$ cat config.mk
export PLATFORM = sky130hd
export DESIGN_NAME = l2_cacheline_adaptor
export DESIGN_NICKNAME = d
export VERILOG_FILES = /design/src/rtl/l2_cacheline_adaptor.sv
export SDC_FILE = /design/constraint.sdc
export NUM_CORES = 1
export LEC_CHECK = 0
export ABC_AREA = 1
export CAP_MARGIN = 10
export CORE_AREA = 4 4 300 302
export DETAILED_ROUTE_END_ITERATION = 16
export DIE_AREA = 0 0 304 306
export HOLD_SLACK_MARGIN = 0.05
export PLACE_DENSITY = 0.66
export SETUP_SLACK_MARGIN = 0.5
export SLEW_MARGIN = 20
export SYNTH_ARGS = -nofsm -noshare
export SYNTH_HDL_FRONTEND = slang
export SYNTH_SLANG_ARGS = --single-unit
export TNS_END_PERCENT = 20
$ cat constraint.sdc
create_clock -name clk -period 52.3 [get_ports clk]
set_clock_uncertainty 0.2 [all_clocks]
set_input_delay 7.845 -clock clk [delete_from_list [all_inputs] [get_ports clk]]
set_output_delay 7.845 -clock clk [all_outputs]
set_load 0.02 [all_outputs]
$ cat src/rtl/l2_cacheline_adaptor.sv
`default_nettype none
// ============================================================================
// Module   : l2_cacheline_adaptor
// Brief    : Bridges one 256-bit L2 line request to a 64-bit multi-beat memory burst.
//            Optional macro ADAPTOR_PERF_CNT_EN enables completed read/write counters.
// Revision : 1.0 - initial release
// ============================================================================
module l2_cacheline_adaptor #(
    parameter int S_OFFSET    = 5,
    parameter int S_LINE      = 8 * 2**S_OFFSET,
    parameter int BURST_WIDTH = 64,
    parameter int NUM_BEATS   = S_LINE / BURST_WIDTH
) (
    input  logic                   clk,
    input  logic                   rst,
    input  logic [31:0]            line_addr,
    input  logic                   line_read,
    input  logic                   line_write,
    input  logic [S_LINE-1:0]      line_wdata,
    output logic [S_LINE-1:0]      line_rdata,
    output logic                   line_resp,
    output logic [31:0]            mem_address,
    output logic                   mem_read,
    output logic                   mem_write,
    output logic [BURST_WIDTH-1:0] mem_wdata,
    input  logic [BURST_WIDTH-1:0] mem_rdata,
    input  logic                   mem_resp,
    output logic [31:0]            rd_count,
    output logic [31:0]            wr_count
);

    localparam int c_idx_w = $clog2(NUM_BEATS);
    localparam logic [c_idx_w-1:0] c_last_idx = c_idx_w'(NUM_BEATS - 1);

    typedef enum logic [1:0] {
        ST_IDLE  = 2'd0,
        ST_READ  = 2'd1,
        ST_WRITE = 2'd2,
        ST_DONE  = 2'd3
    } state_t;

    state_t              r_state;
    logic [c_idx_w-1:0]  r_beat_idx;
    logic [S_LINE-1:0]   r_wbuf;
    logic                w_last;
    logic [c_idx_w-1:0]  w_next_idx;
    logic                w_unused_addr_bits;

    assign w_last             = (r_beat_idx == c_last_idx);
    assign w_next_idx         = r_beat_idx + c_idx_w'(1);
    assign w_unused_addr_bits = ^line_addr[S_OFFSET-1:0];

    always_ff @(posedge clk or posedge rst) begin
        if (rst) begin
            r_state     <= ST_IDLE;
            r_beat_idx  <= '0;
            r_wbuf      <= '0;
            line_rdata  <= '0;
            line_resp   <= 1'b0;
            mem_address <= '0;
            mem_read    <= 1'b0;
            mem_write   <= 1'b0;
            mem_wdata   <= '0;
        end else begin
            case (r_state)
                ST_IDLE: begin
                    // Read has priority if the L2 ever raises both requests.
                    if (line_read) begin
                        mem_address <= {line_addr[31:S_OFFSET], {S_OFFSET{1'b0}}};
                        mem_read    <= 1'b1;
                        r_state     <= ST_READ;
                    end else if (line_write) begin
                        mem_address <= {line_addr[31:S_OFFSET], {S_OFFSET{1'b0}}};
                        r_wbuf      <= line_wdata;
                        mem_wdata   <= line_wdata[BURST_WIDTH-1:0];
                        mem_write   <= 1'b1;
                        r_state     <= ST_WRITE;
                    end
                end
                ST_READ: begin
                    if (mem_resp) begin
                        line_rdata[r_beat_idx*BURST_WIDTH +: BURST_WIDTH] <= mem_rdata;
                        if (w_last) begin
                            mem_read  <= 1'b0;
                            line_resp <= 1'b1;
                            r_state   <= ST_DONE;
                        end else begin
                            r_beat_idx <= w_next_idx;
                        end
                    end
                end
                ST_WRITE: begin
                    if (mem_resp) begin
                        if (w_last) begin
                            mem_write <= 1'b0;
                            line_resp <= 1'b1;
                            r_state   <= ST_DONE;
                        end else begin
                            mem_wdata  <= r_wbuf[w_next_idx*BURST_WIDTH +: BURST_WIDTH];
                            r_beat_idx <= w_next_idx;
                        end
                    end
                end
                ST_DONE: begin
                    line_resp  <= 1'b0;
                    r_beat_idx <= '0;
                    r_state    <= ST_IDLE;
                end
                default: r_state <= ST_IDLE;
            endcase
        end
    end

`ifdef ADAPTOR_PERF_CNT_EN
    logic [31:0] r_rd_count;
    logic [31:0] r_wr_count;

    always_ff @(posedge clk or posedge rst) begin
        if (rst) begin
            r_rd_count <= '0;
            r_wr_count <= '0;
        end else if (mem_resp && w_last) begin
            if (r_state == ST_READ)
                r_rd_count <= r_rd_count + 32'd1;
            if (r_state == ST_WRITE)
                r_wr_count <= r_wr_count + 32'd1;
        end
    end

    assign rd_count = r_rd_count;
    assign wr_count = r_wr_count;
`else
    assign rd_count = 32'h0;
    assign wr_count = 32'h0;
`endif

endmodule
`default_nettype wire
After elaboration in Yosys (flattened, before gate mapping)

Cells that the tools add are included.

Equal/unequal tests: 16
Add/sub/neg operators: 2
Reduce and logical (&&, ||, !) cells: 15
Shift operators: 3
Bitwise logic cells: 1
Mux-type cells: 26

Operators by type and width:

| operator                                                                   | number |
|---|---|
| 256-bit bitwise mux                                                        | 1 |
| 64-bit 2-to-1 mux                                                          | 4 |
| 64-bit by 34-bit variable shift with 256-bit output (first input constant) | 1 |
| 256-bit by 9-bit indexed part select with 64-bit output                    | 1 |
| 64-bit by 34-bit indexed part select with 256-bit output                   | 1 |
| 64-bit one-hot mux with 2 select lines                                     | 1 |
| 32-bit 2-to-1 mux                                                          | 2 |
| 8-bit negation with 34-bit output                                          | 1 |
| 2-bit != test (second input constant)                                      | 9 |
| 2-bit 2-to-1 mux                                                           | 6 |
| 3-bit AND reduction                                                        | 4 |
| 5-bit AND reduction                                                        | 2 |
| 2-bit nonzero test                                                         | 4 |
| 1-bit 2-to-1 mux                                                           | 7 |
| 2-bit equality test (second input constant)                                | 3 |
| 1-bit one-hot mux with 2 select lines                                      | 3 |
| 2-bit one-hot mux with 3 select lines                                      | 1 |
| 2-bit by 1-bit != test with 1-bit output (second input constant)           | 2 |
| 2-bit one-hot mux with 2 select lines                                      | 1 |
| 2-bit AND reduction                                                        | 2 |
| 4-bit AND reduction                                                        | 1 |
| 3-bit != test (second input constant)                                      | 1 |
| 2-bit by 1-bit adder with 2-bit output (second input constant)             | 1 |
| 2-bit by 1-bit equality test with 1-bit output (second input constant)     | 1 |
| 3 further kinds                                                            | 3 |

Output and inout port bits: 419
Input bits: 357
Register bits: 615
Logic and storage cells: 72

Depth between registers and ports, before layout

Depth in word-level cells: 5
Gate-level depth with buffers: 14
Depth with buffers taken out: 8

Worst setup path after synthesis

OpenSTA, ideal clock, no wires.

Path kind: input port to flip-flop
Start point: input line_read
End point: register r_wbuf[0]
Path buffers: 2
Slack: 43.362 ns
Library setup time: 0.125 ns
Cell stages on the path: 5
Data required time: 51.975 ns
Arrival: 8.613 ns
Cells stage by stage: inv_2 nand3_2 buf_6 buf_6 mux2_4

Cells in the longest elaborated chain, start to end: 2

RTL lines:

| item                          | line | RTL |
|---|---|---|
| from (decl)                   | 17   | `input logic line_read,` |
| 1-bit inverter (no line)      | n/a  |  |
| 3-bit AND reduction (no line) | n/a  |  |
| to (signal assigned)          | 74   | `r_wbuf <= line_wdata;` |
| to (decl)                     | 44   | `logic [S_LINE-1:0] r_wbuf;` |

Every way passes these cells.
A chain may end at the register's enable or synchronous reset.

Worst setup path after layout

Start point: input line_read
End point: register r_wbuf[228]

Same word-level chain as after synthesis.

==> summary.md <==
| Metric | Value |
|---|---|
| PostCTS Resize Cnt | 0 |
| Clock Latency Late Sink | roughly 0.61 ns |
| Min Hold Slack | 0.277 ns |
| Sequential power share | 0.329 |
| CTS clock-pin slew for the worst setup and hold paths | 0.06 ns |
| Post-Synthesis Cell Area | 28000 µm² |
| Vias/cell | between 4 and 5 |
| CP Capture Type | flop |
| Utilization after layout | 0.433 |
| DRC | 0 |
| Status | complete, no violations |
| Slew @ Worst Pin | 1.12 ns |
| P_int | around 0.0014 W |
| Rows | 109 |
| Worst VDD drop | 0.0000355 V |
| Clock network fraction of design power | 0.221 |
| Iteration-0 DRC Markers | 2009 |
| LEAKAGE | ~17 nW |
| Die width | 304 µm |
| Die Y | just over 300 µm |
| Post-synthesis cell type count | 28 |
| Endpoints failing setup | 0 |
| Sw frac | 0.401 |
| Die Area | 93000 µm² |
| GR Overflow Total | 0 |
| Setup WS post-layout | 41.33 ns |
| WP data required | between 50 and 60 ns |
| RSZ-0062 raised after global routing | no |
| Core Area | 87700 µm² |
| CTS Root Cell | clkbuf_16 |
| Switching Power | 0.000941 W |
| First-pass iteration count of the detailed router | 5 |
| Routed wire per std cell | 20.4 µm |
| Vias in the first global route | 22200 |
| Worst min-delay path class | reg2reg |
| Post-CTS Setup Repair Bufs | 0 |
| IO Port Bufs | 701 |
| Register bit total from synthesis | 610 |
| Layout cells sized above 1 | 0.112 |
| Worst EP arrival | 11.25 ns |
| Fin crit share | 0.210 |
| Yosys warning count | 0 |
| Mean post-synth cell area | 9.86 µm² |
| Seq/Total Area, Yosys | 0.544 |
| Most common cell after layout, fill and taps aside | nand2_1 |
| H-tree depth | 3 |
| Setup Slack @ Placement | a little over 40 ns |
| Hpwl dp | 62100 µm |
| First-pass GRT wire length | 144000 µm |
| Setup TNS | 0 ns |
| Post-CTS Hold Buffers | 0 |
| Routed Antenna Nets | 0 |
| Nets | 3810 |
| Max Freq | 91.2 MHz |
| Antenna violations before repair | 25 |
| Gr usage total | 0.196 |
| Largest net degree at the start of global routing | 168 |
| Cells after Synth | 2846 |
| Initial Util | 0.320 |
| Layout area overhead | 35.4% |
| Most frequent cells in the layout | 815 x nand2_1, 701 x clkdlybuf4s50_1, 609 x dfrtp_1 |
| Routability congestion estimate | 0.863 |
| CTS max path bufs | 3 |
| Slew headroom | 0.254 |
| Tmin final | around 11 ns |
| TritonCTS clock tree | yes |
| WS Path Type | in2reg |
| Routed via count | ~23000 |
| Crit path max fanout | 61 |
| Total CTS buffers | 73 |
| Max Cap Viol | 0 |
| Clock sink total | 610 |
| Power share of the combinational group | 0.450 |
| IO Count | 776 |
| Hold Fails Final Rpt | 0 |
| Final wirelength | 95500 µm |
| Pins Over Slew Limit | 0 |
| PwrDens | 61.8 nW/µm² |
| Critical Path Start Type | input pin |
-- metrics by stage --
step / cells / area (µm²) / total power [W]
after detailed placement: 4531 / 35500 / 0.00183
after CTS: 4663 / 37900 / 0.00237
final: 4680 / 38000 / 0.00234
after global routing: 4674 / 38000 / 0.00250
after global placement: 4531 / 35500 / 0.00182
after floorplan: 2914 / 28300 / 0.00144
-- flip-flops by register name (all words and copies together) (netlist names) --
signal and count:
line_rdata 256, line_resp 1, mem_address 27, mem_read 1, mem_wdata 64, mem_write 1, r_beat_idx 2, r_state 2
r_wbuf 256
-- power by group through the flow --
stage	clock network, W	registers [W]	logic (W)
after CTS	0.000532	0.000769	0.00107
final	0.000519	0.000771	0.00106
after detailed placement	0	0.000772	0.00106
after global placement	0	0.000770	0.00105
after global routing	0.000552	0.000792	0.00115
after floorplan	0	0.000843	0.000596
-- path summary, 6_finish.rpt --
path | start | depth (start not counted) | to | slack (ns)
setup / recovery | line_read | 6 | r_wbuf[228] | 41.33
hold / removal | mem_wdata[4] | 2 | mem_wdata[4] | 0.28
setup reg to reg | r_beat_idx[0] | 6 | line_rdata[62] | 47.84
hold reg to reg | mem_wdata[4] | 2 | mem_wdata[4] | 0.28
max in group asynchronous | rst | 4 | line_rdata[116] | 41.85
min in group asynchronous | rst | 2 | line_rdata[18] | 7.64
-- kinds of logic (layout without fill, tap and decap cells) --
kind of cell	count (synthesis)	after routing	synth area share
other	1	86	0.000134
DFF	610	610	0.544
adders and majority gates	12	12	0.00535
muxes	256	256	0.130
AOI/OAI and AO/OA	487	487	0.0871
buffers and inverters	326	910	0.0657
and+or+nand+nor	1154	1154	0.168
-- routing by layer --
layer	GRT usage	wire length (µm)
met5	0	44
met4	0.0612	2380
met3	0.0627	8720
met2	0.319	45500
met1	0.250	38900
-- synthesized netlist by cell type --
library cell,instances,area share
a21oi_1,2,0.00036
o21ai_1,98,0.017
clkinv_1,1,0.00013
nand3_1,198,0.035
or2_1,1,0.00022
conb_1,1,0.00013
nand2_2,1,0.00022
nor2_4,1,0.00040
dfrtp_1,610,0.54
nor3_1,65,0.012
inv_1,39,0.0052
buf_6,34,0.014
o21ai_0,385,0.069
ha_1,12,0.0054
clkbuf_1,110,0.015
buf_1,3,0.00040
nand2_1,815,0.11
o21ai_2,1,0.00031
inv_2,6,0.00080
mux2_2,16,0.0064
nand4_2,2,0.00089
nor2_1,68,0.0091
buf_4,79,0.021
buf_2,54,0.0096
o21a_1,1,0.00027
mux2_1,40,0.016
mux2_4,200,0.11
nand3_2,3,0.0011
-- critical path, cell delays in order --
cell,delay [ns]
clkdlybuf4s50_1,0.56
inv_2,0.09
nand3_4,0.48
buf_4,0.80
buf_4,0.94
mux2_1,0.41
-- cell type report --
cell class	count	area [µm²]
Antenna cell	17	42.5
Clock buffer	103	2100
Clock inverter	29	362
Fill cell	8331	49700
Inverter	46	189
Multi-Input combinational cell	1978	11300
Sequential cell	610	15300
Tap cell	1165	1460
Timing Repair Buffer	732	7270
(Power assumes the default switching activity.)
